## src/rtl/ir_shuttle_seq.sv

```systemverilog
// ir_shuttle_seq: drives motor enable/direction for a carriage shuttling over N_SENS IR beam sensors,
// with synchronised edge tracking, sensor-order faults, a per-step watchdog and a trip counter.
module ir_shuttle_seq #(
  parameter int N_SENS = 3,
  parameter int SYNC_STAGES = 2,
  parameter int TRIP_W = 4,
  parameter int TO_W = 20,
  parameter int TIMEOUT = 1000000,
  localparam int IDX_W = (N_SENS > 2) ? $clog2(N_SENS) : 1
) (
  input  logic              CLK,
  input  logic              RSTn,
  input  logic              start,
  input  logic              abort,
  input  logic [TRIP_W-1:0] trips_cfg,
  input  logic [N_SENS-1:0] ir,
  output logic              en,
  output logic              dir,
  output logic              busy,
  output logic              done,
  output logic              fault,
  output logic [1:0]        fault_code,
  output logic [TRIP_W-1:0] trip_cnt,
  output logic [IDX_W-1:0]  pos
);
  typedef enum logic [2:0] {IDLE, FW_FALL, FW_RISE, BW_FALL, BW_RISE, DONE, FAULT} state_t;
  localparam logic [IDX_W-1:0] K_LAST = IDX_W'(N_SENS - 1);
  logic [SYNC_STAGES-1:0][N_SENS-1:0] sync_q;
  logic [N_SENS-1:0] prev_q, lvl, fall, rise, exp_v, opp_v, beyond;
  state_t state_q, state_d;
  logic [IDX_W-1:0] k_q, k_d;
  logic [TRIP_W-1:0] trip_q, trip_d, goal_q, goal_d;
  logic [TO_W-1:0] wd_q, wd_d;
  logic [1:0] code_q, code_d;
  logic en_q, en_d, dir_q, dir_d, done_q, done_d, fault_q, fault_d;
  logic run, fwd, falling, hit, last, skip, order, tmo;
  assign lvl  = sync_q[SYNC_STAGES-1];
  assign fall = prev_q & ~lvl;
  assign rise = ~prev_q & lvl;
  always_ff @(posedge CLK or negedge RSTn) begin
    if (!RSTn) begin
      sync_q  <= '1;
      prev_q  <= '1;
      state_q <= IDLE;
      k_q     <= '0;
      trip_q  <= '0;
      goal_q  <= '0;
      wd_q    <= '0;
      code_q  <= '0;
      en_q    <= 1'b0;
      dir_q   <= 1'b1;
      done_q  <= 1'b0;
      fault_q <= 1'b0;
    end else begin
      sync_q  <= {sync_q[SYNC_STAGES-2:0], ir};
      prev_q  <= lvl;
      state_q <= state_d;
      k_q     <= k_d;
      trip_q  <= trip_d;
      goal_q  <= goal_d;
      wd_q    <= wd_d;
      code_q  <= code_d;
      en_q    <= en_d;
      dir_q   <= dir_d;
      done_q  <= done_d;
      fault_q <= fault_d;
    end
  end
  always_comb begin
    run     = state_q inside {FW_FALL, FW_RISE, BW_FALL, BW_RISE};
    fwd     = state_q == FW_FALL || state_q == FW_RISE;
    falling = state_q == FW_FALL || state_q == BW_FALL;
    exp_v   = falling ? fall : rise;
    opp_v   = falling ? rise : fall;
    for (int i = 0; i < N_SENS; i++) beyond[i] = fwd ? (i > int'(k_q)) : (i < int'(k_q));
    hit     = exp_v[k_q];
    skip    = |(exp_v & beyond);
    order   = |opp_v;
    tmo     = (TIMEOUT != 0) && wd_q == TO_W'(TIMEOUT - 1);
    last    = k_q == (fwd ? K_LAST : '0);
    state_d = state_q;
    k_d     = k_q;
    trip_d  = trip_q;
    goal_d  = goal_q;
    code_d  = code_q;
    wd_d    = run ? wd_q + 1'b1 : '0;
    if (!run) begin
      if (start) begin
        state_d = FW_FALL;
        k_d     = '0;
        trip_d  = '0;
        goal_d  = (trips_cfg == '0) ? TRIP_W'(1) : trips_cfg;
        code_d  = 2'd0;
        wd_d    = '0;
      end
    end else if (abort) begin
      state_d = IDLE;
    end else if (order || skip) begin
      state_d = FAULT;
      code_d  = order ? 2'd2 : 2'd1;
    end else if (tmo) begin
      state_d = FAULT;
      code_d  = 2'd3;
    end else if (hit) begin
      wd_d = '0;
      if (!last) begin
        k_d = fwd ? k_q + 1'b1 : k_q - 1'b1;
      end else begin
        // end of a sweep: the far end starts the backward pass, home ends the trip
        state_d = state_q == FW_FALL ? FW_RISE :
                  state_q == FW_RISE ? BW_FALL :
                  state_q == BW_FALL ? BW_RISE :
                  (TRIP_W'(trip_q + 1'b1) == goal_q) ? DONE : FW_FALL;
        k_d     = (state_q == FW_RISE || state_q == BW_FALL) ? K_LAST : '0;
        trip_d  = state_q == BW_RISE ? trip_q + 1'b1 : trip_q;
      end
    end
  end
  always_comb begin
    en_d    = state_d inside {FW_FALL, FW_RISE, BW_FALL, BW_RISE};
    dir_d   = !(state_d == BW_FALL || state_d == BW_RISE);
    done_d  = state_q == BW_RISE && state_d == DONE;
    fault_d = state_d == FAULT;
  end
  assign en         = en_q;
  assign busy       = en_q;
  assign dir        = dir_q;
  assign done       = done_q;
  assign fault      = fault_q;
  assign fault_code = code_q;
  assign trip_cnt   = trip_q;
  assign pos        = k_q;
endmodule

```

## config.mk

```make
export PLATFORM = sky130hd
export DESIGN_NAME = ir_shuttle_seq
export DESIGN_NICKNAME = d
export VERILOG_FILES = /design/src/rtl/ir_shuttle_seq.sv
export SDC_FILE = /design/constraint.sdc
export NUM_CORES = 1
export LEC_CHECK = 0
export CORE_UTILIZATION = 55
export DETAILED_ROUTE_END_ITERATION = 8
export DONT_BUFFER_PORTS = 1
export PLACE_DENSITY = 0.7
export SYNTH_ARGS = -nofsm -noshare
export SYNTH_HDL_FRONTEND = slang
export SYNTH_SLANG_ARGS = --single-unit
```

## constraint.sdc

```tcl
create_clock -name CLK -period 4.8 [get_ports CLK]
set_input_delay 0.48 -clock CLK [delete_from_list [all_inputs] [get_ports CLK]]
set_output_delay 0.48 -clock CLK [all_outputs]
set_load 0.02 [all_outputs]
```

==> Yosys cells after proc, flatten, opt, wreduce, memory -nomap -nowiden <==
Cells that the tools add are included.
{ "word_totals": {"regBits": 48, "in_bits": 11} }
{ "op_classes": {"add_sub_neg": 4, "n_lt_le_gt_ge": 6, "eq_ne": 20, "mux": 49, "bitwise_logic": 6, "n_reduce_logical": 17} }
{ "ops": {"columns": ["op", "n"], "rows": [
  ["20-bit two-way mux", 7],
  ["3-bit two-way mux", 13],
  ["4-bit two-way mux", 9],
  ["2-bit two-way mux", 15],
  ["20-bit by 1-bit adder with 20-bit output (second input constant)", 1],
  ["20-bit equality test (second input constant)", 1],
  ["3-bit by 2-bit equality test with 1-bit output (second input constant)", 4],
  ["3-bit equality test (second input constant)", 4],
  ["3-bit AND", 3],
  ["4-bit nonzero test", 2],
  ["7-bit AND reduction", 1],
  ["3-bit by 1-bit equality test with 1-bit output (second input constant)", 2],
  ["2-bit by 1-bit inequality test with 1-bit output (second input constant)", 3],
  ["2-bit inequality test (second input constant)", 3],
  ["3-bit inverter", 2],
  ["3-bit OR reduction", 2],
  ["1-bit logical OR", 5],
  ["5-bit AND reduction", 1],
  ["4-bit by 1-bit adder with 4-bit output (second input constant)", 1],
  ["4-bit equality test", 1],
  ["4-bit zero test", 1],
  ["1-bit by 2-bit less-than comparator with 1-bit output (first input constant)", 2],
  ["1-bit two-way mux", 4],
  ["2-bit by 3-bit less-than comparator with 1-bit output (second input constant)", 1],
  ["other kinds (14)", 14]
]} }

==> Logic depth before layout (Yosys ltp) <==
Gate-level depths: netlist (run 1).
{ "depth": {"word_depth": 15, "depth_mapped": 11, "depth_no_buf": 9} }

==> Least setup slack after synthesis (run 1) <==
OpenSTA, ideal clock, no wires.
{ "synth_path": {"path_type": "register to register", "startpoint": "register k_q[1], in the netlist pos[1]", "endpoint": "register en_q, in the netlist busy", "setup_ns": 0.127, "t_arrival_ns": 2.643, "path_slack_ns": 2.030, "path_stages_with_launch": 10, "n_path_buf": 1, "synth_period_minus_slack_ns": 2.770, "cell_sequence": "dfrtp_1 clkbuf_1 inv_1 ha_1 and3_1 o21a_4 or4_4 o311a_4 and2_4 xnor2_1"} }
{ "synth_between": {"elab_chain_cells": 10} }
{ "synth_lines": {"columns": ["element", "line_no", "rtl"], "rows": [
  ["start: declaration", "31", "logic [IDX_W-1:0] k_q, k_d;"],
  ["start signal: assignment", "58", "k_q <= k_d;"],
  ["1-bit by 2-bit less-than comparator with 1-bit output, or another cell as far along", "75", "for (int i = 0; i < N_SENS; i++) beyond[i] = fwd ? (i > int'(k_q)) : (i < int'(k_q));"],
  ["1-bit two-way mux", "75", null],
  ["3-bit AND", "77", "skip = |(exp_v & beyond);"],
  ["3-bit OR reduction", "77", null],
  ["1-bit logical OR", "98", "end else if (order || skip) begin"],
  ["3-bit two-way mux (*)", "98", null],
  ["3-bit two-way mux (*)", "96", "end else if (abort) begin"],
  ["3-bit two-way mux (*)", "87", "if (!run) begin"],
  ["3-bit by 1-bit equality test with 1-bit output, or another cell as far along", "120", "en_d = state_d inside {FW_FALL, FW_RISE, BW_FALL, BW_RISE};"],
  ["4-bit nonzero test (*)", "120", null],
  ["named net en_d", "35", "logic en_q, en_d, dir_q, dir_d, done_q, done_d, fault_q, fault_d;"],
  ["end signal: assignment", "63", "en_q <= en_d;"],
  ["end: declaration", "35", null]
]} }
Mark *: on every way through the listed nets, which the timed path passes. The rest lies on a longest branch. The select of a mux whose other input is x is not followed.
A chain may end at the register's enable or synchronous reset.

==> Worst setup path after layout (run 1) <==
{ "layout_path": {"startpoint": "register state_q[2]", "endpoint": "register en_q, in the netlist busy"} }
{ "layout_between": {"elab_chain_cells": 12} }
{ "layout_lines": {"columns": ["element", "line_no", "rtl"], "rows": [
  ["start: declaration", "30", "state_t state_q, state_d;"],
  ["start signal: assignment", "57", "state_q <= state_d;"],
  ["3-bit by 1-bit equality test with 1-bit output, or another cell as far along", null, null],
  ["1-bit logical OR, or another cell as far along", "72", "falling = state_q == FW_FALL || state_q == BW_FALL;"],
  ["3-bit two-way mux, or another cell as far along", "73", "exp_v = falling ? fall : rise;"],
  ["1-bit binary-select mux with 2-bit select, or another cell as far along", "76", "hit = exp_v[k_q];"],
  ["1-bit two-way mux (not written as such) or 3-bit two-way mux (tied branches)", "76, 106", null],
  ["3-bit two-way mux", "104", "end else if (hit) begin"],
  ["3-bit two-way mux", "101", "end else if (tmo) begin"],
  ["3-bit two-way mux", "98", null],
  ["3-bit two-way mux", "96", null],
  ["3-bit two-way mux (*)", "87", null],
  ["3-bit by 1-bit equality test with 1-bit output, or another cell as far along", "120", null],
  ["4-bit nonzero test (*)", "120", null],
  ["named net en_d", "35", null]
]} }
Marked as above.

==> impl_metrics.env, run 1 <==
export IMPL_fin_setup_tns_ps=0
export IMPL_critPathLaunchType="register"
export IMPL_htreeDepth=2
export IMPL_dpl_hpwl_mm=3.71
export IMPL_cts_made_buffers=5
export IMPL_crit_chain="inv_1 > and3_1 > o21a_4 > or4_4 > o311a_4 > and2_4 > xnor2_1"
export IMPL_synth_edf_count=0
export IMPL_root_buffer="clkbuf_8"
export IMPL_core_area_mm2=0.00475
export IMPL_die_y_um=72.5
export IMPL_grt_start_max_net_pins=39
export IMPL_vias=2030
export IMPL_maxSlewHeadroom=0.549
export IMPL_status="complete, no violations"
export IMPL_reg2reg_depth=7
export IMPL_gp_congestion=0.883
export IMPL_synthTopCellsByArea="dfrtp_1, dfstp_2, nor2_1, xnor2_1, xor2_1"
export IMPL_post_route_min_period_ps=2880
export IMPL_ys_ff_latch=48
export IMPL_hold_path_class="in -> reg"
export IMPL_nets=307
export IMPL_grt_pass1_vias=1908
export IMPL_clock_latency_ps=300
export IMPL_cts_tree="done"
export IMPL_postCtsSetupBuffers=0
export IMPL_postSynthCellCount=288
export IMPL_ant_nets=0
export IMPL_cts_reportedPaths_clkPinSlew_ps=90
export IMPL_cts_sinks=48
export IMPL_yosysTopAreaCell="dfrtp_1"
export IMPL_synthToLayoutAreaGrowth_pct=6.04
export IMPL_clockBufferDepth=2
export IMPL_grt_ovfl_total=0
export IMPL_rows=25
export IMPL_worst_path_max_fanout=19
export IMPL_instances_no_fill=357
export IMPL_leakagePower_nw=1.24
export IMPL_drive_gt1_frac=0.121
export IMPL_arrival_ps=3060
export IMPL_antennaDiodeCount=0
export IMPL_syn_avg_cell_area_um2=9.50
export IMPL_worst_pin_slew_ps=674
export IMPL_first_iter_violations=148
export IMPL_cap_violations=0
export IMPL_nFillCells=443
export IMPL_dp_cells=346
export IMPL_max_stage_delay_ps=760
export IMPL_powerDensity_mw_per_mm2=517
export IMPL_r2r_end="busy"
export IMPL_antenna_found_initial=0
export IMPL_crit_type="reg -> reg"
export IMPL_grt_pass1_wl_mm=8.85
export IMPL_critPathRequiredTime_ps=4990
export IMPL_max_freq_mhz=348
export IMPL_synth_flop_cell="dfrtp_1"
export IMPL_hold_viol_final=0
export IMPL_rrSetupSlack_ps=1920
export IMPL_crit_start="state_q[2]"
export IMPL_crit_slowest_cell="dfrtp_1"
export IMPL_io_buffers=0
export IMPL_syn_area_mm2=0.00274
export IMPL_fp_dieW_um=72.5
export IMPL_synth_nets=306
export IMPL_yosysWarnings=0
export IMPL_finalSetupViolations=0
export IMPL_finalCritPeriodShare=0.599
export IMPL_seq_area_frac_synth=0.444
export IMPL_worstSetupEndpointType="register"
export IMPL_whs_path_depth=0
export IMPL_async_flop_share=1.00
export IMPL_drt_wirelength_per_cell_um=15.0
export IMPL_cp_endpoint="busy"
export IMPL_via_per_inst=5.69
export IMPL_fin_skew_ps=11.1
export IMPL_rsz0062_at_grt="no"
export IMPL_peakVddDrop_v=0.000264
export IMPL_grt_usage=0.223
export IMPL_wl_mm=5.35
export IMPL_slew_violations=0
export IMPL_first_pass_iters=4
export IMPL_initial_core_util=0.575
export IMPL_die_area_mm2=0.00526
export IMPL_pin_count=24
export IMPL_yosysTopAreaCellShare=0.348
export IMPL_synth_cell_types=59
export IMPL_drc_errors=0
export IMPL_rr_startpoint="state_q[2]"
## metal layers
| metal | part of all wire | global-route usage | vias up |
|---|---|---|---|
| li1 | - | - | 1001 |
| met1 | 0.46 | 0.305 | 976 |
| met2 | 0.48 | 0.341 | 47 |
| met3 | 0.054 | 0.0667 | 6 |
| met4 | 0.0095 | 0.0719 | 0 |
| met5 | 0 | 0 | - |
## metrics by stage
stage | power, mW | util | hold WS [ps] | setup slack (ps) | instance area [um2]
floorplan | 1.14 | - | 184 | 2030 | 2740
global placement | 1.24 | 0.582 | 185 | 2020 | 2770
detailed placement | 1.24 | 0.582 | 185 | 1970 | 2770
CTS | 1.50 | 0.608 | 6.37 | 1950 | 2890
global route | 1.61 | 0.610 | 140 | 1710 | 2900
finish | 1.50 | 0.610 | 165 | 1920 | 2900
## power by group
group	internal (mW)	switching, mW
clock network	0.105	0.141
logic	0.264	0.365
registers	0.478	0.147
## cells in the final DEF, fill, tap and decap left out, types with 2 or more instances in the layout
master | netlist | final
dlygate4sd3_1 | 0 | 2
nand2b_1 | 4 | 4
mux2i_1 | 2 | 2
nor4_1 | 3 | 3
xnor2_1 | 15 | 15
o21ai_1 | 5 | 5
nand4_1 | 4 | 4
a211oi_1 | 2 | 2
inv_1 | 13 | 13
mux2_2 | 2 | 2
dfrtp_1 | 38 | 38
a31oi_1 | 5 | 5
nor2_1 | 36 | 36
o31ai_1 | 2 | 2
and3_1 | 8 | 8
o41ai_1 | 2 | 2
dfstp_2 | 10 | 10
mux2_1 | 2 | 2
nor3_1 | 7 | 7
or3_1 | 2 | 2
nand2_1 | 29 | 29
clkbuf_8 | 0 | 5
or4_1 | 3 | 3
o21ai_0 | 6 | 6
a21oi_1 | 8 | 8
nand3_1 | 15 | 15
xor2_1 | 14 | 14
ha_1 | 7 | 7
nor2b_1 | 6 | 6
## cell usage after synthesis, drive strengths merged, types with 4 or more instances
cell    instances
ha              7
nand2b          5
buf             4
nand3          15
nor3            7
or4             4
nor2           37
dfstp          10
xnor2          15
a31oi           5
inv            13
nand4           4
dfrtp          38
nor2b           7
nor4            4
xor2           14
mux2            5
nand2          29
o21ai          11
and3            8
clkbuf          6
a21oi           9
## cell type report
cell class | instances | area [um2] | share of cell area
multi-input combinational | 217 | 1420 | 0.488
sequential | 48 | 1210 | 0.418
tap | 67 | 83.8 | 0.0289
clock buffer | 5 | 68.8 | 0.0237
inverter | 13 | 48.8 | 0.0168
timing repair buffer | 4 | 47.5 | 0.0164
clock inverter | 3 | 22.5 | 0.00777
## cells by family after synthesis
family                   synth area share
AO/OA/AOI/OAI                       0.124
XOR/XNOR                           0.0929
adder cells (fa/ha/maj)            0.0320
buffers and inverters              0.0389
flip-flops                          0.444
multiplexers                       0.0293
AND/OR/NAND/NOR                     0.239
## sequential cells by signal, summed over array words and instances, names as in the netlist, 2 cells and up
signal      flops
goal_q          4
prev_q          3
sync_q          3
lvl             3
fault_code      2
pos             2
trip_cnt        4
wd_q           20
state_q         3
## worst max-delay path: cells and delay by family (launching register included)
| family | cells | cell delay, ps |
|---|---|---|
| xor gates and xnor gates | 1 | 110 |
| AOI/OAI and AO/OA | 2 | 640 |
| and+or+nand+nor | 3 | 950 |
| DFF | 1 | 760 |
| buffers and inverters | 1 | 300 |
## repair_timing
item	in CTS	in global routing
setup endpoints to repair	0	0
hold buffers	2	1
gates resized for setup	0	0
hold endpoints to repair	38	1
## how the worst min path moves through the flow
stage	startpoint	endpoint	slack [ps]
2_1_floorplan	RSTn	busy	180
3_3_place_gp	RSTn	trip_cnt[3]	190
3_5_place_dp	RSTn	trip_cnt[0]	190
4_1_cts	RSTn	goal_q[3]	6
5_1_grt	ir[0]	sync_q[0]	140
6_report	ir[1]	sync_q[1]	160
Note: power is estimated with default switching activity, not from simulation.
==> run 2: changes to the inputs <==
--- a/config.mk
+++ b/config.mk
@@ -8,7 +8,7 @@
 export CORE_UTILIZATION = 55
 export DETAILED_ROUTE_END_ITERATION = 8
 export DONT_BUFFER_PORTS = 1
-export PLACE_DENSITY = 0.7
+export PLACE_DENSITY = 0.73
 export SYNTH_ARGS = -nofsm -noshare
 export SYNTH_HDL_FRONTEND = slang
 export SYNTH_SLANG_ARGS = --single-unit
==> constraint.sdc (replaced) <==
create_clock -name CLK -period 2.5 [get_ports CLK]
set_input_delay 0.25 -clock CLK [delete_from_list [all_inputs] [get_ports CLK]]
set_output_delay 0.25 -clock CLK [all_outputs]
set_load 0.02 [all_outputs]
==> impl_metrics.env, run 2 (synthesized netlist as in run 1, its figures left out) <==
export IMPL_reg2reg_depth=7
export IMPL_dp_slack_ps=74.2
export IMPL_hold_end="goal_q[3]"
export IMPL_via_per_inst=5.64
export IMPL_gp_congestion=0.951
export IMPL_dpl_hpwl_mm=4.05
export IMPL_powerDensity_mw_per_mm2=999
export IMPL_cts_reportedPaths_clkPinSlew_ps=80
export IMPL_grt_pass1_wl_mm=9.35
export IMPL_finalCritPeriodShare=0.956
export IMPL_hold_viol_final=0
export IMPL_regArea_mm2=0.00122
export IMPL_largest_register="wd_q"
export IMPL_worstSetupEndpointType="register"
export IMPL_wl_mm=5.63
export IMPL_worst_pin_slew_ps=446
export IMPL_leakagePower_nw=1.37
export IMPL_grt_usage=0.230
export IMPL_cts_made_buffers=5
export IMPL_crit_type="reg -> reg"
export IMPL_critPathLaunchType="register"
export IMPL_status="complete, no violations"
export IMPL_first_iter_violations=113
export IMPL_drive_gt1_frac=0.204
export IMPL_post_route_min_period_ps=2390
export IMPL_r2r_end="busy"
export IMPL_crit_start="state_q[1]"
export IMPL_peakVddDrop_v=0.000679
export IMPL_largest_reg_flops=20
export IMPL_grt_ovfl_total=0
export IMPL_worst_path_max_fanout=6
export IMPL_vias=2150
export IMPL_arrival_ps=2570
export IMPL_max_freq_mhz=418
export IMPL_nets=331
export IMPL_initial_core_util=0.575
export IMPL_core_area_mm2=0.00475
export IMPL_fin_skew_ps=6.61
export IMPL_mostFrequentLayoutCells="nor2_1, dfrtp_1, nand2_1"
export IMPL_fin_setup_tns_ps=0
export IMPL_cap_violations=0
export IMPL_nFillCells=391
export IMPL_fp_dieW_um=72.5
export IMPL_drt_wirelength_per_cell_um=14.8
export IMPL_grt_pass1_vias=2037
export IMPL_antenna_found_initial=0
export IMPL_die_y_um=72.5
export IMPL_pin_count=24
export IMPL_multi_input_area_mm2=0.00145
export IMPL_maxSlewHeadroom=0.700
export IMPL_layout_setup_ws_ps=109
export IMPL_first_pass_iters=4
export IMPL_drc_errors=0
export IMPL_whs_path_depth=2
export IMPL_clockBufferDepth=2
export IMPL_critPathRequiredTime_ps=2680
export IMPL_cts_sinks=48
export IMPL_die_area_mm2=0.00526
export IMPL_synthToLayoutAreaGrowth_pct=15.0
export IMPL_cts_tree="done"
export IMPL_postCtsSetupBuffers=0
export IMPL_rows=25
export IMPL_hp_start="trips_cfg[3]"
export IMPL_rrSetupSlack_ps=110
export IMPL_finalSetupViolations=0
export IMPL_antennaDiodeCount=0
export IMPL_rr_startpoint="state_q[1]"
export IMPL_clock_latency_ps=290
export IMPL_io_buffers=0
export IMPL_grt_start_max_net_pins=49
export IMPL_htreeDepth=2
export IMPL_ant_nets=0
export IMPL_root_buffer="clkbuf_8"
export IMPL_slew_violations=0
export IMPL_hold_path_class="in -> reg"
export IMPL_final_common_cell="nor2_1"
==> run 2: changes by cell type in the layout (fill, tap and decap cells not counted), moves of 2 or more <==
cell,change
dlygate4sd3_1,+2
buf_4,+21
dfrtp_1,-3
dfrtp_2,+3
==> run 2: stage by stage <==
| stage | utilization | std cells | hold slack, ps | power [mW] | area (um2) |
|---|---|---|---|---|---|
| after floorplan | - | 288 | -45.6 | 2.20 | 2750 |
| after global placement | 0.620 | 368 | -44.5 | 2.59 | 2950 |
| after detailed placement | 0.620 | 368 | -44.6 | 2.61 | 2950 |
| after CTS | 0.654 | 381 | 49.8 | 3.11 | 3110 |
| after global routing | 0.661 | 381 | 46.1 | 3.37 | 3140 |
| final | 0.661 | 381 | 57.7 | 3.14 | 3140 |
==> run 2: how the worst max path moves through the flow <==
stage,endpoint,slack [ps],cells after the start
2_1_floorplan,busy,50,9
3_3_place_gp,dir,50,9
3_5_place_dp,trip_cnt[0],70,9
4_1_cts,dir,50,9
5_1_grt,trip_cnt[2],-20,8
6_report,busy,110,7
==> run 2: power breakdown <==
part           switching [mW]  total [mW]  internal (mW)  leakage, nW
Combinational           0.879        1.58          0.702        0.709
Sequential              0.175        1.10          0.924        0.613
Clock                   0.238       0.458          0.221       0.0510
==> run 2: critical path, cell delays in order, from the launching register on <==
cell	delay (ps)
dfrtp_1	470
xor2_1	210
and3_1	210
o21a_4	240
or4_4	540
o311a_4	340
and2_4	170
xnor2_1	110
==> run 2: area by class of cell <==
class	count	share of cell area
Clock buffer	6	0.0263
Clock inverter	2	0.00318
Timing Repair Buffer	28	0.0804
Tap cell	67	0.0267
Inverter	13	0.0155
Sequential cell	48	0.387
Multi-Input combinational cell	217	0.461
==> run 2: timing repair <==
item | CTS | global route
resized for setup | 0 | 7
endpoints found under the setup margin | 0 | 10
hold endpoints to repair | 51 | 0
hold buffers | 5 | 0
==> run 2: layer usage <==
layer  GRT usage  share of wire  vias to the layer above
li1            -              -                     1055
met1       0.291           0.43                     1026
met2       0.396           0.51                       63
met3      0.0556          0.052                        6
met4      0.0566         0.0053                        0
met5           0              0                        -
